$ cat config.mk
export PLATFORM = sky130hd
export DESIGN_NAME = mini_mips
export DESIGN_NICKNAME = d
export VERILOG_FILES = /design/src/rtl/mini_mips_pkg.sv /design/src/rtl/mini_mips_alu.sv /design/src/rtl/mini_mips_dm.sv /design/src/rtl/mini_mips_im.sv /design/src/rtl/mini_mips_rb.sv /design/src/rtl/mini_mips.sv
export SDC_FILE = /design/constraint.sdc
export NUM_CORES = 1
export LEC_CHECK = 0
export CORE_MARGIN = 1.5
export CORE_UTILIZATION = 38
export DETAILED_ROUTE_END_ITERATION = 8
export PLACE_DENSITY = 0.94
export SYNTH_ARGS = -nofsm -noshare
export SYNTH_HDL_FRONTEND = slang
export SYNTH_SLANG_ARGS = --single-unit
$ cat constraint.sdc
create_clock -name clk -period 5.2 [get_ports clk]
set_input_delay 1.04 -clock clk [delete_from_list [all_inputs] [get_ports clk]]
set_output_delay 1.04 -clock clk [all_outputs]
set_load 0.02 [all_outputs]
$ cat src/rtl/mini_mips_pkg.sv
// mini_mips_pkg
// Shared definitions for the mini_mips core: storage depths, instruction
// field positions, opcode/funct encodings and the ALU operation enum.
// No ports; imported by every mini_mips module.
package mini_mips_pkg;

  // Storage depths
  localparam int NumRegs   = 8;
  localparam int ImemDepth = 32;
  localparam int DmemDepth = 64;

  // Instruction field positions (16-bit instruction word)
  localparam int OpMsb   = 15;
  localparam int OpLsb   = 12;
  localparam int RsMsb   = 11;
  localparam int RsLsb   = 9;
  localparam int RtMsb   = 8;
  localparam int RtLsb   = 6;
  localparam int RdMsb   = 5;
  localparam int RdLsb   = 3;
  localparam int FnMsb   = 2;
  localparam int FnLsb   = 0;
  localparam int ImmMsb  = 5;
  localparam int ImmLsb  = 0;
  localparam int AddrMsb = 11;
  localparam int AddrLsb = 0;

  // Opcodes; 1100-1111 are unassigned and behave as NOPs
  localparam logic [3:0] OpRType = 4'b0000;
  localparam logic [3:0] OpAddi  = 4'b0001;
  localparam logic [3:0] OpAndi  = 4'b0010;
  localparam logic [3:0] OpOri   = 4'b0011;
  localparam logic [3:0] OpLw    = 4'b0100;
  localparam logic [3:0] OpSw    = 4'b0101;
  localparam logic [3:0] OpBeq   = 4'b0110;
  localparam logic [3:0] OpBne   = 4'b0111;
  localparam logic [3:0] OpSlti  = 4'b1000;
  localparam logic [3:0] OpJ     = 4'b1001;
  localparam logic [3:0] OpJal   = 4'b1010;
  localparam logic [3:0] OpJr    = 4'b1011;

  // R-type funct codes
  localparam logic [2:0] FnAdd  = 3'b000;
  localparam logic [2:0] FnSub  = 3'b001;
  localparam logic [2:0] FnAnd  = 3'b010;
  localparam logic [2:0] FnOr   = 3'b011;
  localparam logic [2:0] FnSlt  = 3'b100;
  localparam logic [2:0] FnNor  = 3'b101;
  localparam logic [2:0] FnSllv = 3'b110;
  localparam logic [2:0] FnSrlv = 3'b111;

  // jal always links into R7
  localparam logic [2:0] LinkReg = 3'd7;

  typedef enum logic [2:0] {
    AluAdd,
    AluSub,
    AluAnd,
    AluOr,
    AluSlt,
    AluNor,
    AluSllv,
    AluSrlv
  } aluCtrl_e;

endpackage

$ cat src/rtl/mini_mips_alu.sv
// mini_mips_alu
// 32-bit combinational ALU with wrap-around arithmetic.
// Ports:
//   a_i, b_i  - operands (a is always rs; b is rt or the extended immediate)
//   ctrl_i    - operation select
//   result_o  - operation result
//   zero_o    - high when result_o is zero (used for beq/bne)
module mini_mips_alu
  import mini_mips_pkg::*;
(
  input  logic [31:0] a_i,
  input  logic [31:0] b_i,
  input  aluCtrl_e    ctrl_i,
  output logic [31:0] result_o,
  output logic        zero_o
);

  // Shift amounts only use the low five bits of b so shifts stay in range.
  always_comb begin
    result_o = '0;
    case (ctrl_i)
      AluAdd:  result_o = a_i + b_i;
      AluSub:  result_o = a_i - b_i;
      AluAnd:  result_o = a_i & b_i;
      AluOr:   result_o = a_i | b_i;
      AluSlt:  result_o = {31'b0, ($signed(a_i) < $signed(b_i))};
      AluNor:  result_o = ~(a_i | b_i);
      AluSllv: result_o = a_i << b_i[4:0];
      AluSrlv: result_o = a_i >> b_i[4:0];
      default: result_o = '0;
    endcase
  end

  assign zero_o = (result_o == 32'd0);

endmodule

$ cat src/rtl/mini_mips_dm.sv
// mini_mips_dm
// Data memory, 64 x 32 bits, combinational read, falling-edge write.
// Not cleared by reset; preloadable through dm.data.
// Ports:
//   clk          - clock (write on falling edge)
//   addr_i       - word address
//   writeEn_i    - write enable (already qualified with reset by the core)
//   writeData_i  - store data
//   readData_o   - load data at addr_i
module mini_mips_dm
  import mini_mips_pkg::*;
(
  input  logic        clk,
  input  logic [5:0]  addr_i,
  input  logic        writeEn_i,
  input  logic [31:0] writeData_i,
  output logic [31:0] readData_o
);

  logic [31:0] data [0:DmemDepth-1];

  // Store commits mid-cycle, matching the register file write timing.
  always_ff @(negedge clk) begin
    if (writeEn_i) begin
      data[addr_i] <= writeData_i;
    end
  end

  assign readData_o = data[addr_i];

endmodule

$ cat src/rtl/mini_mips_im.sv
// mini_mips_im
// Instruction ROM, 32 x 16 bits, combinational read. Contents are loaded
// from outside the design through the hierarchical path im.instructions.
// Ports:
//   addr_i  - word address (low five bits of the PC)
//   instr_o - instruction word at addr_i
module mini_mips_im
  import mini_mips_pkg::*;
(
  input  logic [4:0]  addr_i,
  output logic [15:0] instr_o
);

  logic [15:0] instructions [0:ImemDepth-1];

  assign instr_o = instructions[addr_i];

endmodule

$ cat src/rtl/mini_mips_rb.sv
// mini_mips_rb
// Register file, 8 x 32 bits, two combinational read ports and one write
// port committed on the falling clock edge. R0 is hard-wired to zero.
// Ports:
//   clk, reset              - clock and asynchronous active-high reset
//   readAddr1_i/readAddr2_i - read port addresses (rs, rt)
//   readData1_o/readData2_o - read port data
//   writeEn_i, writeAddr_i, writeData_i - write port
module mini_mips_rb
  import mini_mips_pkg::*;
(
  input  logic        clk,
  input  logic        reset,
  input  logic [2:0]  readAddr1_i,
  input  logic [2:0]  readAddr2_i,
  output logic [31:0] readData1_o,
  output logic [31:0] readData2_o,
  input  logic        writeEn_i,
  input  logic [2:0]  writeAddr_i,
  input  logic [31:0] writeData_i
);

  logic [31:0] registers [0:NumRegs-1];

  // Writes land mid-cycle on the falling edge so that the PC (updated on the
  // rising edge) is stable; reset clears the file immediately and, while
  // held, suppresses every write. Writes aimed at R0 are dropped.
  always_ff @(negedge clk or posedge reset) begin
    if (reset) begin
      for (int i = 0; i < NumRegs; i++) begin
        registers[i] <= '0;
      end
    end else if (writeEn_i && (writeAddr_i != 3'd0)) begin
      registers[writeAddr_i] <= writeData_i;
    end
  end

  // R0 is forced to read zero regardless of array contents.
  assign readData1_o = (readAddr1_i == 3'd0) ? 32'd0 : registers[readAddr1_i];
  assign readData2_o = (readAddr2_i == 3'd0) ? 32'd0 : registers[readAddr2_i];

endmodule

$ cat src/rtl/mini_mips.sv
// mini_mips
// Single-cycle 16-bit-instruction / 32-bit-datapath MIPS-style core. The PC
// is held outside: each cycle the core executes the instruction at Counter
// and presents the next PC combinationally on NewCounter.
// Ports:
//   NewCounter - next PC (forced to 0 while reset is asserted)
//   Counter    - current PC, word index into instruction memory
//   clk        - clock; state commits on the falling edge
//   reset      - asynchronous active-high reset
module mini_mips
  import mini_mips_pkg::*;
(
  output logic [31:0] NewCounter,
  input  logic [31:0] Counter,
  input  logic        clk,
  input  logic        reset
);

  logic [15:0] Instruction;
  logic [31:0] ReadData1;
  logic [31:0] ReadData2;
  logic [31:0] ALURes;

  logic [3:0]  opField;
  logic [2:0]  rsField;
  logic [2:0]  rtField;
  logic [2:0]  rdField;
  logic [2:0]  fnField;
  logic [5:0]  immField;
  logic [11:0] addrField;
  logic [31:0] sext;
  logic [31:0] zext;
  logic [31:0] pc1;
  logic [31:0] branchTarget;

  aluCtrl_e    aluCtrl;
  logic        useImm;
  logic        immZero;
  logic        regWrite;
  logic [2:0]  writeAddr;
  logic        memWrite;
  logic        memToReg;
  logic        linkPc;
  logic        isBeq;
  logic        isBne;
  logic        isJump;
  logic        isJr;

  logic [31:0] aluB;
  logic        aluZero;
  logic        branchTaken;
  logic [31:0] loadData;
  logic [31:0] writeData;
  logic        memWriteEn;

  mini_mips_im im (
    .addr_i  (Counter[4:0]),
    .instr_o (Instruction)
  );

  assign opField   = Instruction[OpMsb:OpLsb];
  assign rsField   = Instruction[RsMsb:RsLsb];
  assign rtField   = Instruction[RtMsb:RtLsb];
  assign rdField   = Instruction[RdMsb:RdLsb];
  assign fnField   = Instruction[FnMsb:FnLsb];
  assign immField  = Instruction[ImmMsb:ImmLsb];
  assign addrField = Instruction[AddrMsb:AddrLsb];

  assign sext         = {{26{immField[5]}}, immField};
  assign zext         = {26'b0, immField};
  assign pc1          = Counter + 32'd1;
  assign branchTarget = pc1 + sext;

  // Main decoder. Defaults describe a NOP, so unassigned opcodes
  // (1100-1111) fall through with no writes and a plain PC+1.
  always_comb begin
    aluCtrl   = AluAdd;
    useImm    = 1'b0;
    immZero   = 1'b0;
    regWrite  = 1'b0;
    writeAddr = rtField;
    memWrite  = 1'b0;
    memToReg  = 1'b0;
    linkPc    = 1'b0;
    isBeq     = 1'b0;
    isBne     = 1'b0;
    isJump    = 1'b0;
    isJr      = 1'b0;
    case (opField)
      OpRType: begin
        regWrite  = 1'b1;
        writeAddr = rdField;
        case (fnField)
          FnAdd:   aluCtrl = AluAdd;
          FnSub:   aluCtrl = AluSub;
          FnAnd:   aluCtrl = AluAnd;
          FnOr:    aluCtrl = AluOr;
          FnSlt:   aluCtrl = AluSlt;
          FnNor:   aluCtrl = AluNor;
          FnSllv:  aluCtrl = AluSllv;
          FnSrlv:  aluCtrl = AluSrlv;
          default: aluCtrl = AluAdd;
        endcase
      end
      OpAddi: begin
        regWrite = 1'b1;
        useImm   = 1'b1;
      end
      OpAndi: begin
        regWrite = 1'b1;
        useImm   = 1'b1;
        immZero  = 1'b1;
        aluCtrl  = AluAnd;
      end
      OpOri: begin
        regWrite = 1'b1;
        useImm   = 1'b1;
        immZero  = 1'b1;
        aluCtrl  = AluOr;
      end
      OpSlti: begin
        regWrite = 1'b1;
        useImm   = 1'b1;
        aluCtrl  = AluSlt;
      end
      OpLw: begin
        regWrite = 1'b1;
        useImm   = 1'b1;
        memToReg = 1'b1;
      end
      OpSw: begin
        useImm   = 1'b1;
        memWrite = 1'b1;
      end
      OpBeq: begin
        aluCtrl = AluSub;
        isBeq   = 1'b1;
      end
      OpBne: begin
        aluCtrl = AluSub;
        isBne   = 1'b1;
      end
      OpJ: begin
        isJump = 1'b1;
      end
      OpJal: begin
        isJump    = 1'b1;
        linkPc    = 1'b1;
        regWrite  = 1'b1;
        writeAddr = LinkReg;
      end
      OpJr: begin
        isJr = 1'b1;
      end
      default: ;
    endcase
  end

  mini_mips_rb rb (
    .clk         (clk),
    .reset       (reset),
    .readAddr1_i (rsField),
    .readAddr2_i (rtField),
    .readData1_o (ReadData1),
    .readData2_o (ReadData2),
    .writeEn_i   (regWrite),
    .writeAddr_i (writeAddr),
    .writeData_i (writeData)
  );

  assign aluB = useImm ? (immZero ? zext : sext) : ReadData2;

  mini_mips_alu alu (
    .a_i      (ReadData1),
    .b_i      (aluB),
    .ctrl_i   (aluCtrl),
    .result_o (ALURes),
    .zero_o   (aluZero)
  );

  // Reset has no hold on the data memory contents, so store suppression
  // during reset is done here rather than inside dm.
  assign memWriteEn = memWrite & ~reset;

  mini_mips_dm dm (
    .clk         (clk),
    .addr_i      (ALURes[5:0]),
    .writeEn_i   (memWriteEn),
    .writeData_i (ReadData2),
    .readData_o  (loadData)
  );

  assign writeData   = memToReg ? loadData : (linkPc ? pc1 : ALURes);
  assign branchTaken = (isBeq & aluZero) | (isBne & ~aluZero);

  // Next-PC selection; reset dominates so the harness restarts at 0.
  always_comb begin
    if (reset) begin
      NewCounter = 32'd0;
    end else if (isJump) begin
      NewCounter = {20'b0, addrField};
    end else if (isJr) begin
      NewCounter = ReadData1;
    end else if (branchTaken) begin
      NewCounter = branchTarget;
    end else begin
      NewCounter = pc1;
    end
  end

endmodule

## Word-level counts from Yosys, hierarchy flattened

Memory sizes are Yosys's and may differ from the RTL's.
Index checks and enable logic that the tools add are counted.

| storage, ports and cells | value |
|---|---|
| flip-flop bits (word level) | 256 |
| bits in writable memories | 2048 |
| bits in read-only memories | 24 |
| input port bits | 34 |
| output and inout bits | 32 |
| memories kept | 2 |

| cells by class | value |
|---|---|
| add/sub/neg operators | 4 |
| magnitude comparators | 5 |
| equal/unequal tests | 18 |
| shifts and indexed selects | 2 |
| mux-type cells | 34 |
| bitwise gates (word level) | 12 |
| reduce and logical (&&, ||, !) cells | 13 |

Memories:

| name | words | bits a word | rd ports | clocked after Yosys merged registers in | write ports | line | text |
|---|---|---|---|---|---|---|---|
| dm.data | 64 | 32 | 1 | 0 | 1 | mini_mips_dm.sv:20 | `logic [31:0] data [0:DmemDepth-1];` |
| (no name shown) | 8 | 3 | 1 | 0 | 0 | mini_mips.sv:93 | `case (fnField)` |

Operators with widths:

| operator | count |
|---|---|
| 2-to-1 mux 32 bit | 15 |
| bitwise mux 256 bit | 1 |
| one-hot mux 32 bit (8 select lines) | 1 |
| binary-select mux 32 bit (select 3 bit) | 2 |
| demux 32 bit (select 3 bit) | 1 |
| adder 32 x 1 -> 32 bit, second input constant | 1 |
| adder 32 bit | 1 |
| adder 32 bit, second input constant | 1 |
| AND 32 bit | 1 |
| zero test 32 bit | 1 |
| less-than comparator 32 bit | 1 |
| inverter 32 bit | 1 |
| bitwise OR 32 bit | 1 |
| left shift 32 x 5 -> 32 bit | 1 |
| right shift 32 x 5 -> 32 bit | 1 |
| subtractor 32 bit | 1 |
| == test 4 x 3 -> 1 bit, both inputs constant | 4 |
| == test 4 bit, both inputs constant | 4 |
| one-hot mux 3 bit (5 select lines) | 1 |
| == test 3 bit, second input constant | 4 |
| greater-or-equal comparator 4 bit, second input constant | 3 |
| 2-to-1 mux 1 bit | 12 |
| == test 4 x 2 -> 1 bit, both inputs constant | 2 |
| inverter 3 -> 4 bit, first input constant | 2 |
| 17 further kinds | 25 |

## Depth between registers and ports, before layout

| depth | value |
|---|---|
| depth in word-level cells | 17 |
| mapped depth | 7 |

## By module

From an unflattened synthesis, not the netlist that was laid out.

| second synthesis, totals | value |
|---|---|
| cells, all modules | 7400 |
| area total of the unflattened synthesis | 103694.5 µm² |

Modules (own cells, without submodules):

| module | instances | cells an instance | area each (µm²) |
|---|---|---|---|
| mini_mips_dm | 1 | 4457 | 77789.6 |
| mini_mips_rb | 1 | 876 | 12070.3 |
| mini_mips_alu | 1 | 1374 | 9440.3 |
| mini_mips | 1 | 676 | 4270.3 |
| mini_mips_im | 1 | 17 | 123.9 |

==> summary.md <==
The first detailed-routing pass ran for 4 iterations. The cell occurring most often along the worst timing path is sky130_fd_sc_hd__clkdlybuf4s50_1. The total count of max-transition violations in the final report is 0.

The design has 0 sequential cells. Max-cap violations in this run came to 0. Number of global-route vias before repair: 1194. The most critical setup path has its startpoint at Counter[2]. The logs give 0 for the number of gates resized after CTS and 0% for the relative contribution of sequential cells to total power. The final standard cell utilization of the core was 74.3%; the worst ir drop on vdd was 0.0492 mV. The count of nets left with antenna violations once routing finished came out at 0. The average cell area after synthesis came out at 6.05 um2. The path class of the tightest hold or removal check is in -> out. The congestion estimate from routability-driven global placement came to 0.781.

Setup total negative slack on the finished layout was measured at 0 ns. The tools report the number of clock buffers in the layout as 0. The final hold violation count came out at 0. STA puts the critical path data arrival time at 3.75 ns. The largest stage delay on the critical path was 0.67 ns; the area inside the core boundary was 2000 um2. Layout overhead on the synthesized area: 79.5%. Overall power consumption after layout is estimated at 110 uW.

Leakage power: 0.457 nW. The proportion of power drawn by combinational gates was 100.0%; the overall via count from detail_route was 1321. Setup repair after global routing left no endpoint under its margin. The first global-routing pass estimated 4.70 mm of wire. The top cell types in the final layout, fill and taps aside, are sky130_fd_sc_hd__clkdlybuf4s50_1, sky130_fd_sc_hd__a21oi_1, sky130_fd_sc_hd__nor2_1, sky130_fd_sc_hd__nand2_1. Walking the worst path, the cells encountered are clkdlybuf4s50_1 -> nand3_2 -> or4_4 -> or4_1 -> a21oi_1 -> clkdlybuf4s50_1. Across all setup checks in the final design, the least slack found is 0.408 ns. The run gives 0 as the initial antenna violation count. Of the synthesized area, sequential elements account for 0%. The cell type contributing the most total cell area after synthesis was sky130_fd_sc_hd__a21oi_1.

The worst path required time was 4.16 ns. The critical path is of the in -> out type. In the global route stage, overall resource usage came out at 22.3%. Along the worst path, the maximum fanout reaches 20. For this design, the CTS-stage hold fixing added 0 buffers.

The net switching fraction of the power is 48.0%. From bottom edge to top edge, the die measures 49.7 um. Before CTS, the worst setup slack after placement is 0.423 ns. For this run, the number of Yosys warnings is 0.

The flow ran to the end, and the final reports show no timing, DRC or antenna violations. The residual overflow from global routing is 0. The area of combinational cells with multiple inputs came out at 783 um2. Summed over all nets, the switching power comes to 52.7 uW.

The die covers 2470 um2. Across the whole layout, storage elements account for 0 um2. The logs give 34 for the largest net degree at the start of global routing and 2.23 mm for the final HPWL from detailed placement. Setup violations remaining at the end of the flow were counted as 0. STA classifies the critical path endpoint as a primary output. 0 antenna diodes ended up in the layout. The effective utilization at floorplan was 41.4%; the overall die width was 49.7 um. For this design, the slowest cell found on the critical path is sky130_fd_sc_hd__or4_4. Capturing element of the worst setup path: NewCounter[21]. After detailed routing, the average wire length per cell comes to 12.8 um.

The synthesized netlist net count is 172. The post-route clock period utilization was 92.2%. The tools report the detailed router's first-iteration violation count as 16. The area share of the leading cell type in the synthesized netlist was 10.3%. Of the cells placed in the final design, the portion with a size suffix greater than 1 is 3.08%. Leaving out fill and tap cells, the most frequent cell in the layout is sky130_fd_sc_hd__clkdlybuf4s50_1.

Counting buffers and inverters, the worst setup path is 6 cells deep. Once placement finished, the instance area stood at 1490 um2. At the end of the flow, the number of nets in the layout was 232. The count of cell types in the netlist is 27. The clock period minus worst slack was 4.79 ns. In this run the tool buffered the top-level ports with 65 buffer cells.

After clock tree synthesis, the setup repair step added 0 buffers. For the finished layout cell area, the log shows 1490 um2. For this design the top-level I/O count stands at 66.

Per report_power, the clock group accounts for 0% of the total. The sum of buffers and inverters on the critical path was 2; the standard-cell row count was 16. In the routed layout, each cell is associated on average with a via count of 5.95. Sorting the synthesized cells by area gives the leading types as sky130_fd_sc_hd__a21oi_1, sky130_fd_sc_hd__o31ai_1, sky130_fd_sc_hd__or4_1, sky130_fd_sc_hd__xor2_1, sky130_fd_sc_hd__nand4_1. For the pin with the worst max-slew slack, the measured transition is 0.441 ns. The run gives 209 MHz as the achievable frequency. The routed design has 2.84 mm of wire. STA classifies the critical path startpoint as a primary input.

The run gives 57.2 uW as the cell-internal power. In this run the power density over the cells is 74.0 nW/um2. The DRC violation count after routing is 0.

The worst pin sits at a relative slew slack of 70.6%. In the synthesized netlist, the number of instances is 137. Broken down by cell family, the worst path's largest delay share belongs to simple AND/OR/NAND/NOR gates. The post-synthesis instance area was 828 um2; the count of fill cells added during filler insertion was 162.
-- power by group through the flow --
stage | Clock (mW) | Sequential (mW) | Combinational, mW
2_1_floorplan | 0 | 0 | 0.0446
3_3_place_gp | 0 | 0 | 0.107
3_5_place_dp | 0 | 0 | 0.109
4_1_cts | 0 | 0 | 0.110
5_1_grt | 0 | 0 | 0.118
6_report | 0 | 0 | 0.110
-- how the worst min path moves through the flow --
stage	start	slack, ns	endpoint	cells after the start
final	Counter[29]	3.19	NewCounter[29]	4
after global routing	Counter[29]	3.22	NewCounter[29]	4
after CTS	Counter[29]	3.18	NewCounter[29]	4
after detailed placement	Counter[29]	3.18	NewCounter[29]	4
after global placement	Counter[29]	3.18	NewCounter[29]	4
after floorplan	reset	2.16	NewCounter[1]	1
-- kinds of logic after synthesis --
group / count (synthesis) / synth area share, %
AO/OA/AOI/OAI: 36 / 26.1
buffers and inverters: 10 / 5.44
adder cells (fa/ha/maj): 1 / 1.51
AND/OR/NAND/NOR: 78 / 53.9
XOR/XNOR: 11 / 11.6
multiplexers: 1 / 1.36
-- stage by stage --
| step | hold WS (ns) | cells |
|---|---|---|
| after global placement | 3.18 | 222 |
| after global routing | 3.22 | 222 |
| final | 3.19 | 222 |
| after CTS | 3.18 | 222 |
| after floorplan | 2.16 | 137 |
| after detailed placement | 3.18 | 222 |
-- metal layers --
metal	wire, um	track usage [%]	vias to the layer above
li1	-	-	652
met1	1140	24.0	605
met5	0	0	-
met3	261	3.64	2
met2	1430	44.7	62
met4	10	4.63	0
-- Yosys cell counts (2+ instances only) --
cell / instances
sky130_fd_sc_hd__a21oi_1: 17
sky130_fd_sc_hd__and2_1: 2
sky130_fd_sc_hd__and3_1: 4
sky130_fd_sc_hd__and4_1: 4
sky130_fd_sc_hd__clkbuf_1: 8
sky130_fd_sc_hd__nand2_1: 12
sky130_fd_sc_hd__nand3_1: 9
sky130_fd_sc_hd__nand4_1: 8
sky130_fd_sc_hd__nor2_1: 13
sky130_fd_sc_hd__nor2b_1: 2
sky130_fd_sc_hd__nor3_1: 2
sky130_fd_sc_hd__nor4_1: 2
sky130_fd_sc_hd__o21ai_0: 6
sky130_fd_sc_hd__o31ai_1: 11
sky130_fd_sc_hd__or3_1: 6
sky130_fd_sc_hd__or4_1: 11
sky130_fd_sc_hd__xnor2_1: 3
sky130_fd_sc_hd__xor2_1: 8
-- area by class of cell --
cell class / count / share of cell area, %
Timing Repair Buffer: 67 / 44.8
Inverter: 1 / 0.253
Multi-Input combinational cell: 127 / 52.7
Tap cell: 27 / 2.27
Note: power is estimated with default switching activity, not from simulation.
